$ cat src/rtl/fsm_seq_detector.sv
// Moore detector for the overlapping serial pattern 1-0-0-1.
// The three state flip-flops are exported so lab instrumentation can observe them.
module fsm_seq_detector (
    output logic yO,
    output logic DaO,
    output logic DbO,
    output logic DcO,
    input  logic xin,
    input  logic clock,
    input  logic reset
);

    localparam int unsigned STATE_W = 3;

    localparam logic [STATE_W-1:0] S0 = 3'b000;  // idle
    localparam logic [STATE_W-1:0] S1 = 3'b001;  // seen "1"
    localparam logic [STATE_W-1:0] S2 = 3'b010;  // seen "10"
    localparam logic [STATE_W-1:0] S3 = 3'b011;  // seen "100"
    localparam logic [STATE_W-1:0] S4 = 3'b100;  // seen "1001"

    logic [STATE_W-1:0] state_q;
    logic [STATE_W-1:0] state_d;
    logic               y_q;
    logic               y_d;

    // State register; the detect flag is registered alongside it.
    always_ff @(posedge clock) begin
        if (reset) begin
            state_q <= S0;
            y_q     <= 1'b0;
        end else begin
            state_q <= state_d;
            y_q     <= y_d;
        end
    end

    // Next-state logic; unused codes fall back to idle.
    always_comb begin
        state_d = S0;
        unique case (state_q)
            S0:      state_d = xin ? S1 : S0;
            S1:      state_d = xin ? S1 : S2;
            S2:      state_d = xin ? S1 : S3;
            S3:      state_d = xin ? S4 : S0;
            S4:      state_d = xin ? S1 : S2;
            default: state_d = S0;
        endcase
    end

    // Detect flag tracks the state being entered, so y_q equals (state_q == S4).
    always_comb begin
        y_d = 1'b0;
        if (state_d == S4) begin
            y_d = 1'b1;
        end
    end

    assign yO  = y_q;
    assign DaO = state_q[2];
    assign DbO = state_q[1];
    assign DcO = state_q[0];

endmodule

$ cat config.mk
export PLATFORM = sky130hd
export DESIGN_NAME = fsm_seq_detector
export DESIGN_NICKNAME = d
export VERILOG_FILES = /design/src/rtl/fsm_seq_detector.sv
export SDC_FILE = /design/constraint.sdc
export NUM_CORES = 1
export LEC_CHECK = 0
export BUFFER_PORTS_ARGS = -buffer_cell sky130_fd_sc_hd__buf_2
export CAP_MARGIN = 15
export CORE_AREA = 4 4 41 43
export CTS_BUF_LIST = sky130_fd_sc_hd__clkbuf_8 sky130_fd_sc_hd__clkbuf_16
export CTS_CLUSTER_DIAMETER = 120
export DETAILED_ROUTE_END_ITERATION = 10
export DIE_AREA = 0 0 45 47
export GPL_TIMING_DRIVEN = 0
export PLACE_DENSITY = 0.32
export SYNTH_ARGS = -nofsm -noshare
export SYNTH_HDL_FRONTEND = slang
export SYNTH_SLANG_ARGS = --single-unit
$ cat constraint.sdc
create_clock -name clock -period 1.4 [get_ports clock]
set_clock_uncertainty 0.1 [all_clocks]
set_input_delay 0.28 -clock clock [delete_from_list [all_inputs] [get_ports clock]]
set_output_delay 0.28 -clock clock [all_outputs]
set_load 0.05 [all_outputs]
## After elaboration in Yosys (flattened, before gate mapping)

Index checks and enable logic that the tools add are counted.

- Bits in registers: 4
- Input port bits: 3

- Equal/unequal tests: 5
- Mux-type cells: 6
- Reduce and logical (&&, ||, !) cells: 2

Operator list:

| cell | count |
|---|---|
| 3-bit one-hot mux with 4 select lines | 1 |
| 3-bit by 2-bit == test with 1-bit output (second input constant) | 2 |
| 3-bit == test (second input constant) | 2 |
| 2-bit 2-to-1 mux | 2 |
| 3-bit by 1-bit == test with 1-bit output (second input constant) | 1 |
| 3-bit zero test | 1 |
| 3-bit 2-to-1 mux | 1 |
| 1-bit 2-to-1 mux | 2 |
| 2-bit OR reduction | 1 |

## Depth between registers and ports, before layout

- Depth in word-level cells: 5
- Depth in mapped cells: 3

## Worst setup path before layout

Ideal clock, no wire load.

- Path type: register to register
- From: reg state_q[0]
- To: reg state_q[1]
- Setup time: 0.087 ns
- Data arrival time: 1.120 ns
- Slack: 0.093 ns
- Cell stages (with the launch flop): 4
- Buffers on the path: 0
- Clock period less this slack: 1.307 ns
- Cell sequence: dfxtp_1 > xor2_1 > nor2_1 > nor4b_2

- Longest elaborated chain between the ends: 3
- Elaborated cells on any way between the ends: 7

Ends and longest elaborated chain:

| element | RTL line | RTL |
|---|---|---|
| from (decl) | 21 | `logic [STATE_W-1:0] state_q;` |
| from (signal assigned) | 32 | `state_q <= state_d;` |
| 3-bit == test / 3-bit by 1-bit == test with 1-bit output (equally long branches) | 40 | `unique case (state_q)` |
| 2-bit OR reduction (no source line) | n/a |  |
| 3-bit one-hot mux with 4 select lines * | 40 |  |

Mark *: on every way between the ends. The rest lies on a longest branch, timed or not.
A chain may end at the register's enable or synchronous reset.

## Worst setup path in the final report

- From: reg state_q[2]
- To: out DaO

RTL lines:

| element | RTL line | RTL |
|---|---|---|
| to (decl) | 5 | `output logic DaO,` |

No word-level cell between the ends.

==> impl_metrics.env <==
export IMPL_end_kind="output port"
export IMPL_fp_row_count=13
export IMPL_root_buffer="clkbuf_8"
export IMPL_clk_pin_slew_ps=30
export IMPL_cts_resized=0
export IMPL_synth_nets=19
export IMPL_first_pass_iters=4
export IMPL_synth_seq_cells=4
export IMPL_slowest_stage="dfxtp_1"
export IMPL_synth_main_ff_cell="dfxtp_1"
export IMPL_multiInputGateArea_sq_um=70.1
export IMPL_status="finished, final reports clean"
export IMPL_yosys_area_top_type="dfxtp_1"
export IMPL_cp_num_buf_inv=1
export IMPL_core_sq_um=1300
export IMPL_rsz0062_at_grt="false"
export IMPL_detail_route_vias_per_cell=3.95
export IMPL_initialDrtViolationCount=1
export IMPL_worst_slew_pin_slew_ps=254
export IMPL_cts_path_max_buffers=2
export IMPL_layout_nets=30
export IMPL_finalNonFillerCells=40
export IMPL_hold_violations=0
export IMPL_syn_avg_cell_area_sq_um=9.62
export IMPL_post_route_period_util=0.946
export IMPL_grt_max_degree=8
export IMPL_globalRoute_totalOverflow=0
export IMPL_synth_area_leaders="dfxtp_1 (52%), nor4b_2 (9.8%), nor4_1 (8.1%)"
export IMPL_synth_seq_area_share=0.520
export IMPL_die_w_um=45
export IMPL_dp_cells=37
export IMPL_drt_total_wl_um=369
export IMPL_finalSetupViolCount=0
export IMPL_hold_path_class="input port to register"
export IMPL_path_cells="buf_2"
export IMPL_gp_congestion=0.637
export IMPL_cts_made_buffers=3
export IMPL_slowest_delay_ps=420
export IMPL_start_util=0.118
export IMPL_syn_area_sq_um=154
export IMPL_maxSlewHeadroom=0.832
export IMPL_syn_to_final_growth_pct=58.5
export IMPL_htree_num_levels=1
export IMPL_synthCells=16
export IMPL_grt_pass1_wl_um=600
export IMPL_yosysMostFrequentCell="dfxtp_1"
export IMPL_cts_tree="built"
export IMPL_wl_per_cell_um=9.23
export IMPL_yosys_area_top_type_share=0.520
export IMPL_critPathTopFamily="flip-flops"
export IMPL_layout_drive_gt1_share=0.400
export IMPL_routed_via_count=158
export IMPL_finalPower_uw=391
export IMPL_n_antenna_cell=0
export IMPL_path_class="register to output port"
export IMPL_hpwl_um=285
export IMPL_slew_viol_final=0
export IMPL_grt_pass1_vias=153
export IMPL_fmax_mhz=755
export IMPL_path_max_fanout=7
export IMPL_pin_count=7
export IMPL_yosysWarnings=0
export IMPL_peakVddDrop_v=0.000813
export IMPL_insertion_delay_ps=210
export IMPL_io_buffer_count=6
export IMPL_antenna_found_initial=0
export IMPL_fin_hold_ws_ps=179
export IMPL_fill_cells=149
export IMPL_critical_path_arrival_ps=940
export IMPL_cts_sinks=4
export IMPL_drc=0
export IMPL_grt_use_total=0.0458
export IMPL_cp_start_kind="register"
export IMPL_p_leak_uw=0.000105
export IMPL_maxCapViolCount=0
export IMPL_antenna_left=0
export IMPL_layout_min_cycle_time_ps=1320
export IMPL_crit_required_ps=1020
export IMPL_die_h_um=47
export IMPL_async_flop_share=0
export IMPL_ys_types=10
export IMPL_synth_common_cells="dfxtp_1 (4), nand2_1 (2), nor2_1 (2), nor4_1 (2)"
export IMPL_power_density_nw_per_um2=1600
export IMPL_dieArea_sq_um=2120
export IMPL_synth_edf_count=0
export IMPL_post_cts_setup_buffer_count=0
export IMPL_cts_hold_buf=0
export IMPL_tns_ps=0
export IMPL_seq_area_sq_um=80.1
[per-stage QoR]
stage / instance area [sq um] / util / worst slack [ps]
detailed placement: 203 / 0.156 / 301
global route: 244 / 0.188 / 38.9
CTS: 244 / 0.188 / 66.7
global placement: 203 / 0.156 / 314
finish: 244 / 0.188 / 76.0
floorplan: 154 / - / 92.9
[worst paths after layout]
kind | start | endpoint | slack [ps] | depth (start not counted)
setup reg to reg | state_q[0] | state_q[1] | 400 | 3
hold / removal | xin | state_q[1] | 180 | 2
hold reg to reg | state_q[1] | state_q[2] | 440 | 2
setup / recovery | state_q[2] | DaO | 80 | 1
[area by class of cell]
type | count | area share
Sequential cell | 4 | 0.328
Multi-Input combinational cell | 11 | 0.287
Clock buffer | 3 | 0.169
Timing Repair Buffer | 6 | 0.123
Tap cell | 15 | 0.0769
Inverter | 1 | 0.0154
[placed cells by master, fill, tap and decap left out]
cell type | Yosys | final
nand2_1 | 2 | 2
nor2_1 | 2 | 2
nor4_1 | 2 | 2
o21ai_0 | 1 | 1
nor4b_2 | 1 | 1
inv_1 | 1 | 1
xor2_1 | 1 | 1
buf_2 | 0 | 6
nor3b_1 | 1 | 1
dfxtp_1 | 4 | 4
clkbuf_8 | 0 | 3
a31oi_1 | 1 | 1
[cell families (layout without fill, tap and decap cells)]
kind of cell / count (synthesis) / in the layout / synth area share
xor gates and xnor gates: 1 / 1 / 0.0569
and+or+nand+nor: 8 / 8 / 0.325
AOI/OAI and AO/OA: 2 / 2 / 0.0732
DFF: 4 / 4 / 0.520
buffers and inverters: 1 / 10 / 0.0244
[flip-flops by register name (all words and copies together) (netlist names)]
register  cells
state_q       3
yO            1
[where the power goes]
| group | internal [uW] | switching (uW) | leakage (uW) |
|---|---|---|---|
| clock network | 183 | 52.4 | 0.0000216 |
| logic | 9.67 | 22.6 | 0.0000504 |
| registers | 119 | 4.79 | 0.0000326 |
| total | 311 | 79.8 | 0.000105 |
[layer usage]
metal  up-vias  routed length (um)  global-route usage
met3         0                  59              0.0613
met1        71                 173              0.0477
li1         78                   -                   -
met2         9                 136              0.0508
met4         0                   0              0.0175
met5         -                   0                   0
[worst register-to-register path, delay by kind of cell, from the launching register on]
family	cells	cell delay [ps]
xor gates and xnor gates	1	160
DFF	1	400
and+or+nand+nor	2	250
Note: power is estimated with default switching activity, not from simulation.
